### src/rtl/register_file_sb.sv
// rtl/register_file_sb.sv - 32-entry MIPS register file with per-register busy scoreboard
// Optional same-cycle write-through of data and busy state: define REGFILE_BYPASS_EN.
module register_file_sb #(
    parameter int          N        = 32,
    parameter int          SP_INDEX = 29,
    parameter logic [31:0] SP_RESET = 32'h7FFF_EFFC,
    parameter int          GP_INDEX = 28,
    parameter logic [31:0] GP_RESET = 32'h1000_8000
) (
    input  logic         clk,
    input  logic         reset,
    input  logic         RegWrite,
    input  logic [4:0]   WriteRegister,
    input  logic [N-1:0] WriteData,
    input  logic         IssueValid,
    input  logic [4:0]   IssueDest,
    input  logic [4:0]   ReadRegister1,
    input  logic [4:0]   ReadRegister2,
    output logic [N-1:0] ReadData1,
    output logic [N-1:0] ReadData2,
    output logic         Busy1,
    output logic         Busy2,
    output logic [5:0]   PendingCount
);

    logic [N-1:0] regs_q [32];
    logic [N-1:0] regs_d [32];
    logic [31:0]  busy_q;
    logic [31:0]  busy_d;
    logic [5:0]   pending_q;
    logic [5:0]   pending_d;

    logic         wr_en;
    logic         iss_en;
    logic [31:0]  wr_onehot;
    logic [31:0]  iss_onehot;
    logic [31:0]  busy_rise;
    logic [31:0]  busy_fall;

    assign wr_en  = RegWrite && (WriteRegister != 5'd0);
    assign iss_en = IssueValid && (IssueDest != 5'd0);

    always_comb begin
        wr_onehot  = '0;
        iss_onehot = '0;
        if (wr_en) begin
            wr_onehot[WriteRegister] = 1'b1;
        end
        if (iss_en) begin
            iss_onehot[IssueDest] = 1'b1;
        end
    end

    always_comb begin
        for (int i = 0; i < 32; i++) begin
            regs_d[i] = regs_q[i];
        end
        if (wr_en) begin
            regs_d[WriteRegister] = WriteData;
        end
    end

    // Set beats clear on the same index: the newer producer is still outstanding.
    always_comb begin
        busy_d    = (busy_q & ~wr_onehot) | iss_onehot;
        busy_d[0] = 1'b0;
        busy_rise = busy_d & ~busy_q;
        busy_fall = busy_q & ~busy_d;
    end

    // At most one bit can rise and one can fall per edge, so the count moves by -1, 0 or +1.
    always_comb begin
        pending_d = pending_q;
        if ((|busy_rise) && !(|busy_fall)) begin
            pending_d = pending_q + 6'd1;
        end else if (!(|busy_rise) && (|busy_fall)) begin
            pending_d = pending_q - 6'd1;
        end
    end

    always_ff @(posedge clk or negedge reset) begin
        if (!reset) begin
            for (int i = 0; i < 32; i++) begin
                if (i == SP_INDEX) begin
                    regs_q[i] <= N'(SP_RESET);
                end else if (i == GP_INDEX) begin
                    regs_q[i] <= N'(GP_RESET);
                end else begin
                    regs_q[i] <= '0;
                end
            end
            busy_q    <= '0;
            pending_q <= '0;
        end else begin
            for (int i = 1; i < 32; i++) begin
                regs_q[i] <= regs_d[i];
            end
            regs_q[0] <= '0;
            busy_q    <= busy_d;
            pending_q <= pending_d;
        end
    end

    assign PendingCount = pending_q;

`ifdef REGFILE_BYPASS_EN
    logic byp1;
    logic byp2;

    assign byp1 = wr_en && (WriteRegister == ReadRegister1);
    assign byp2 = wr_en && (WriteRegister == ReadRegister2);

    always_comb begin
        ReadData1 = (ReadRegister1 == 5'd0) ? '0 : (byp1 ? WriteData : regs_q[ReadRegister1]);
        ReadData2 = (ReadRegister2 == 5'd0) ? '0 : (byp2 ? WriteData : regs_q[ReadRegister2]);
        Busy1     = byp1 ? iss_onehot[ReadRegister1] : busy_q[ReadRegister1];
        Busy2     = byp2 ? iss_onehot[ReadRegister2] : busy_q[ReadRegister2];
    end
`else
    always_comb begin
        ReadData1 = (ReadRegister1 == 5'd0) ? '0 : regs_q[ReadRegister1];
        ReadData2 = (ReadRegister2 == 5'd0) ? '0 : regs_q[ReadRegister2];
        Busy1     = busy_q[ReadRegister1];
        Busy2     = busy_q[ReadRegister2];
    end
`endif

endmodule

### config.mk
export PLATFORM = sky130hd
export DESIGN_NAME = register_file_sb
export DESIGN_NICKNAME = d
export VERILOG_FILES = /design/src/rtl/register_file_sb.sv
export SDC_FILE = /design/constraint.sdc
export NUM_CORES = 2
export LEC_CHECK = 0
export BUFFER_PORTS_ARGS = -buffer_cell sky130_fd_sc_hd__buf_2
export CAP_MARGIN = 15
export CORE_MARGIN = 4
export CORE_UTILIZATION = 58
export CTS_CLUSTER_SIZE = 40
export DETAILED_ROUTE_END_ITERATION = 6
export HOLD_SLACK_MARGIN = 0.02
export PLACE_DENSITY = 0.82
export SYNTH_ARGS = -nofsm -noshare
export SYNTH_HDL_FRONTEND = slang
export SYNTH_SLANG_ARGS = --single-unit
export TNS_END_PERCENT = 5
### constraint.sdc
create_clock -name clk -period 7.4 [get_ports clk]
set_input_delay 0.74 -clock clk [delete_from_list [all_inputs] [get_ports clk]]
set_output_delay 0.74 -clock clk [all_outputs]
set_load 0.01 [all_outputs]
* After elaboration in Yosys (flattened, before gate mapping) *
Cells that the tools add are included.

operators by class
  $add $sub $neg = 2
  order comparisons = 10
  muxes and demuxes = 23
  bitwise operators = 10
  reduce and logical (&&, ||, !) cells = 16

operators with widths
  kind                                                         number
  bitwise mux 1024 bit                                         1
  binary-select mux 32 bit (select 5 bit)                      2
  two-way mux 32 bit                                           9
  demux 32 bit (select 5 bit)                                  1
  bitwise AND 32 bit                                           3
  NOT 32 bit                                                   3
  OR reduction 32 bit                                          2
  OR 32 bit                                                    1
  less-than comparator 5 x 6 -> 1 bit (second input constant)  4
  >= comparator 6 bit (second input constant)                  3
  NOT 5 -> 6 bit                                               3
  two-way mux 6 bit                                            2
  binary-select mux 1 bit (select 5 bit)                       2
  demux 1 bit (select 5 bit)                                   2
  >= comparator 5 x 1 -> 1 bit (second input constant)         2
  logical NOT 5 bit                                            2
  nonzero test 5 bit                                           2
  logical AND 1 bit                                            7
  adder 6 x 1 -> 6 bit (second input constant)                 1
  less-than comparator 6 x 1 -> 1 bit (second input constant)  1
  subtractor 6 x 1 -> 6 bit (second input constant)            1
  two-way mux 1 bit                                            4
  logical NOT 1 bit                                            2
  nonzero test 2 bit                                           1

word-level totals
  register bits after elaboration = 1,029
  output and inout port bits = 72

* Longest topological paths before layout *
  depth in word-level cells = 14
  depth in mapped cells = 16
  mapped depth without buffers = 13

* Least setup slack after synthesis *
Ideal clock, no wire load.

  path kind = input -> register
  from = in IssueValid
  to = reg pending_q[5] (netlist: PendingCount[5])
  arrival = 3.620 ns
  setup slack = 3.648 ns
  stages = 14
  buffers on the path = 1
  path through = buf_2 > or4b_1 > o2111ai_1 > nand4_1 > nor4_1 > and4bb_1 > ha_1 > inv_1 > ha_1 > and2_1 > a22o_1 > mux2i_1 > o2111ai_1 > xor2_1

on the way
  longest elaborated chain between the ends = 9

RTL lines
  what                                                            line    text
  from (decl)                                                     15      input logic IssueValid,
  logical AND 1 bit *                                             41      assign iss_en = IssueValid && (IssueDest != 5'd0);
  two-way mux 32 bit *                                            49      if (iss_en) begin
  OR 32 bit *                                                     65      busy_d = (busy_q & ~wr_onehot) | iss_onehot;
  NOT 32 bit                                                      68      busy_fall = busy_q & ~busy_d;
  bitwise AND 32 bit                                              68
  OR reduction 32 bit                                             74, 76
  logical NOT 1 bit                                               74      if ((|busy_rise) && !(|busy_fall)) begin
  logical AND 1 bit                                               74
  two-way mux 6 bit / nonzero test 2 bit (equally long branches)  n/a
  to (signal assigned)                                            100     pending_q <= pending_d;
  to (decl)                                                       30      logic [5:0] pending_q;

Mark *: on every way between the ends. The rest lies on a longest branch, timed or not.
A chain may end at the register's enable or synchronous reset.

* Worst setup path after layout *
  from = in ReadRegister1[1]
  to = out ReadData1[14]

on the way
  longest elaborated chain between the ends = 5

RTL lines
  what                                                   line  text
  from (decl)                                            17    input logic [4:0] ReadRegister1,
  NOT 5 -> 6 bit (not written as such)                   121   ReadData1 = (ReadRegister1 == 5'd0) ? '0 : regs_q[ReadRegister1];
  binary-select mux 32 bit (select 5 bit)                121
  two-way mux 32 bit (not written as such) (2 in a row)  121
  two-way mux 32 bit *                                   121
  to (decl)                                              19    output logic [N-1:0] ReadData1,

Mark *: on every way between the ends. The rest lies on a longest branch, timed or not. The select of a mux whose other input is x is not followed.

==> impl_results.md <==
- Status: finished, violations left
- Failing checks: DRC
- Layout cells sized above 1: 0.454
- Reg area: 25800 um2
- Largest net degree at the start of global routing: 180
- Count leader, synth: dfrtp_1
- Filler Cells Inserted: roughly 6700
- Top_reg_cell synth: dfrtp_1
- Reg clk slew, reported paths: roughly 60 ps
- Main combinational cell family by area after synthesis: multiplexers
- Buffer and inverter count on the worst path: 4
- Cells after DPL: 5080
- Cell Rows: 114
- Slew Viols, Final: 0
- DRC Markers: 2
- Initial Utilization: 0.584
- Post-CTS setup buffer count: 0
- Share of Yosys cell area claimed by the top area cell type: 0.444
- End-of-flow core utilization: 0.633
- Post-Synth Simple-Gate Area: 0.0324
- Required time of the worst setup path: 6660 ps
- Critical Path Source Type: primary input
- Ys async rst share: 1.00
- Arr. time, crit path: 4110 ps
- Gr ovfl total: 0
- Die height: 320 um
- DRT Wirelength: 163000 um
- Max incr delay on CP: 830 ps
- Syn_area_per_cell: 14.0 um2
- Cell Count, Final, Fillers Out: between 5000 and 6000
- Synthesized Nets: 4098
- Max FO, Critical Path: 57
- Clock sinks: 1029
- DP Wirelength: 92400 um
- Commonest cells post-synth: dfrtp_1 (999), mux2_2 (970), mux4_2 (396)
- Routed len/inst: 30.9 um
- Clk Latency, worst-skew pair: 700 ps
- Die X: between 300 and 400 um
- Cell family with most CP delay: buffers and inverters
- Adder-Cell Fraction of Synth Area: 0.00147
- Layout area overhead: 8.54%
- Compound-Gate Fraction of Synth Area: 0.0514
- Tot GR Track Use: 0.315
- Yosys Warn Count: 0
- Top cells by area, synth: dfrtp_1 (44%), mux2_2 (19%), mux4_2 (16%)
- Fmax: 206 MHz
- RSZ-0062 raised after global routing: false
- GPL Wtd Cong: 0.899
- Crit-path most repeated cell: buf_4
- Count of state elements after synthesis: 1029
- Hold bufs inserted after CTS: 0
- Leakage power: 26.5 nW
- Vias: 38000
- Mux cell area share after synthesis: 0.420
- Initial antenna violation count: 15
- Cell accounting for the most synthesized area: dfrtp_1
- Final setup viols: 0
- ANT nets after route: 0
- # IOs: 128
- Longest Clk Path Bufs: 3
- Port Buf Inserts: about 130
- Critical path class: in -> out
- Die area: 102000 um2
- Xor and xnor area share after synthesis: 0.000622
- Num CTS Buffers: 102
- Max IR drop VDD: 186 uV
- Cells after Synth: 4036
- CP endpoint kind: output pin
- DR vias/cell: 7.21
- Vias in the first global route: 39100
- PostCTS Resize Cnt: 0
- Number of hold violations in the final report: 0
- DR iter-0 viols: about 4500
- Global-route wire length before repair: 245000 um
- Post-Synthesis Cell Area: 56400 um2
- Number of synthesized flops with an enable pin: 0
- Power Density: 276 nW/um2
- Max-cap viol count: 0
- Root Buffer: clkbuf_16
- Core ar.: 96600 um2
- Setup tns final: 0 ps
- Relative slew slack: 0.262
- CP max stage cell: buf_4
- H-tree levels: 3
- Multi-input combinational cell area: 28700 um2
- Seq/Total Area, Yosys: 0.458
- Worst hold-check path type: in -> async
- Slew @ Worst Pin: approximately 1100 ps
- Setup Skew: between 15 and 20 ps
- Total Nets Final: 3970
- CP Cell Sequence: buf_8, buf_4, nor2b_4, buf_4, a22oi_1, nand3_1, o31ai_1, o21ai_1, buf_2
- Period minus WS final: 4850 ps
- Pre-antenna DRT Iters: 7
- Fin crit share: 0.655
- Yosys cell types: 58
- CTS tree: yes
[worst paths after layout]
check	from	to	slack (ps)	cells after the start
worst max-delay path	ReadRegister1[1]	ReadData1[14]	2550	9
worst min-delay path	reset	regs_q[484]$_DFFE_PN0P_	140	1
worst max register to register	busy_q[1]$_DFF_PN0_	PendingCount[5]$_DFFE_PN0P_	3880	13
worst min register to register	regs_q[553]$_DFFE_PN0P_	regs_q[553]$_DFFE_PN0P_	500	1
max in group asynchronous	reset	regs_q[418]$_DFFE_PN0P_	5560	3
min in group clk	regs_q[553]$_DFFE_PN0P_	regs_q[553]$_DFFE_PN0P_	500	1
[metrics by stage]
step | setup WS [ps] | power, mW | cell area [um2] | hold WS (ps)
3_3_place_gp | 2770 | 11.1 | 57600 | 479
5_1_grt | 2500 | 17.5 | 61100 | 244
3_5_place_dp | 2690 | 11.3 | 57600 | 490
4_1_cts | 2730 | 16.8 | 61100 | 231
2_1_floorplan | 3650 | 10.2 | 56400 | 444
6_report | 2550 | 16.9 | 61200 | 140
[logic make-up after synthesis]
kind of cell,count (synthesis)
mux,1721
fa+ha+maj,6
compound gates,430
xor+xnor,4
buf+inv,451
flops,1029
simple gates,395
[report_power, final]
| part | leakage, nW | switching, mW | internal, mW |
|---|---|---|---|
| registers | 13.1 | 0.894 | 6.77 |
| logic | 11.7 | 1.57 | 2.09 |
| clock network | 1.76 | 2.29 | 3.23 |
| total | 26.5 | 4.76 | 12.1 |
[layout by cell type (no fill, tap or decap), types with 66 or more instances in the layout]
cell type    n
a22oi_1    131
buf_2      116
buf_4       70
clkbuf_16  102
dfrtp_1    999
mux2_1     221
mux2_2     970
mux2i_1    134
mux4_2     396
nand2_1    156
nand3_1     66
nor2_1      70
o21ai_1     66
o22ai_1     76
o31ai_1     67
[layout make-up]
class / count / area share
inverter: 14 / 0.000859
multi-input combinational: 2556 / 0.469
antenna: 7 / 0.000286
tap: 1276 / 0.0261
sequential: 1029 / 0.422
timing repair buffer: 205 / 0.0233
clock buffer: 145 / 0.0481
clock inverter: 46 / 0.0103
[registers in the layout (all words and copies together), names as in the netlist]
name	count
busy_q	31
regs_q	992
PendingCount	6
[routing by layer]
layer / vias up / global-route usage / wire length, um / share of wire
li1: 15200 / - / - / -
met1: 19900 / 0.428 / 62200 / 0.38
met2: 2358 / 0.476 / 74300 / 0.46
met3: 536 / 0.0933 / 18300 / 0.11
met4: 16 / 0.141 / 8060 / 0.049
met5: - / 0 / 123 / 0.00076
Note: power is estimated with default switching activity, not from simulation.
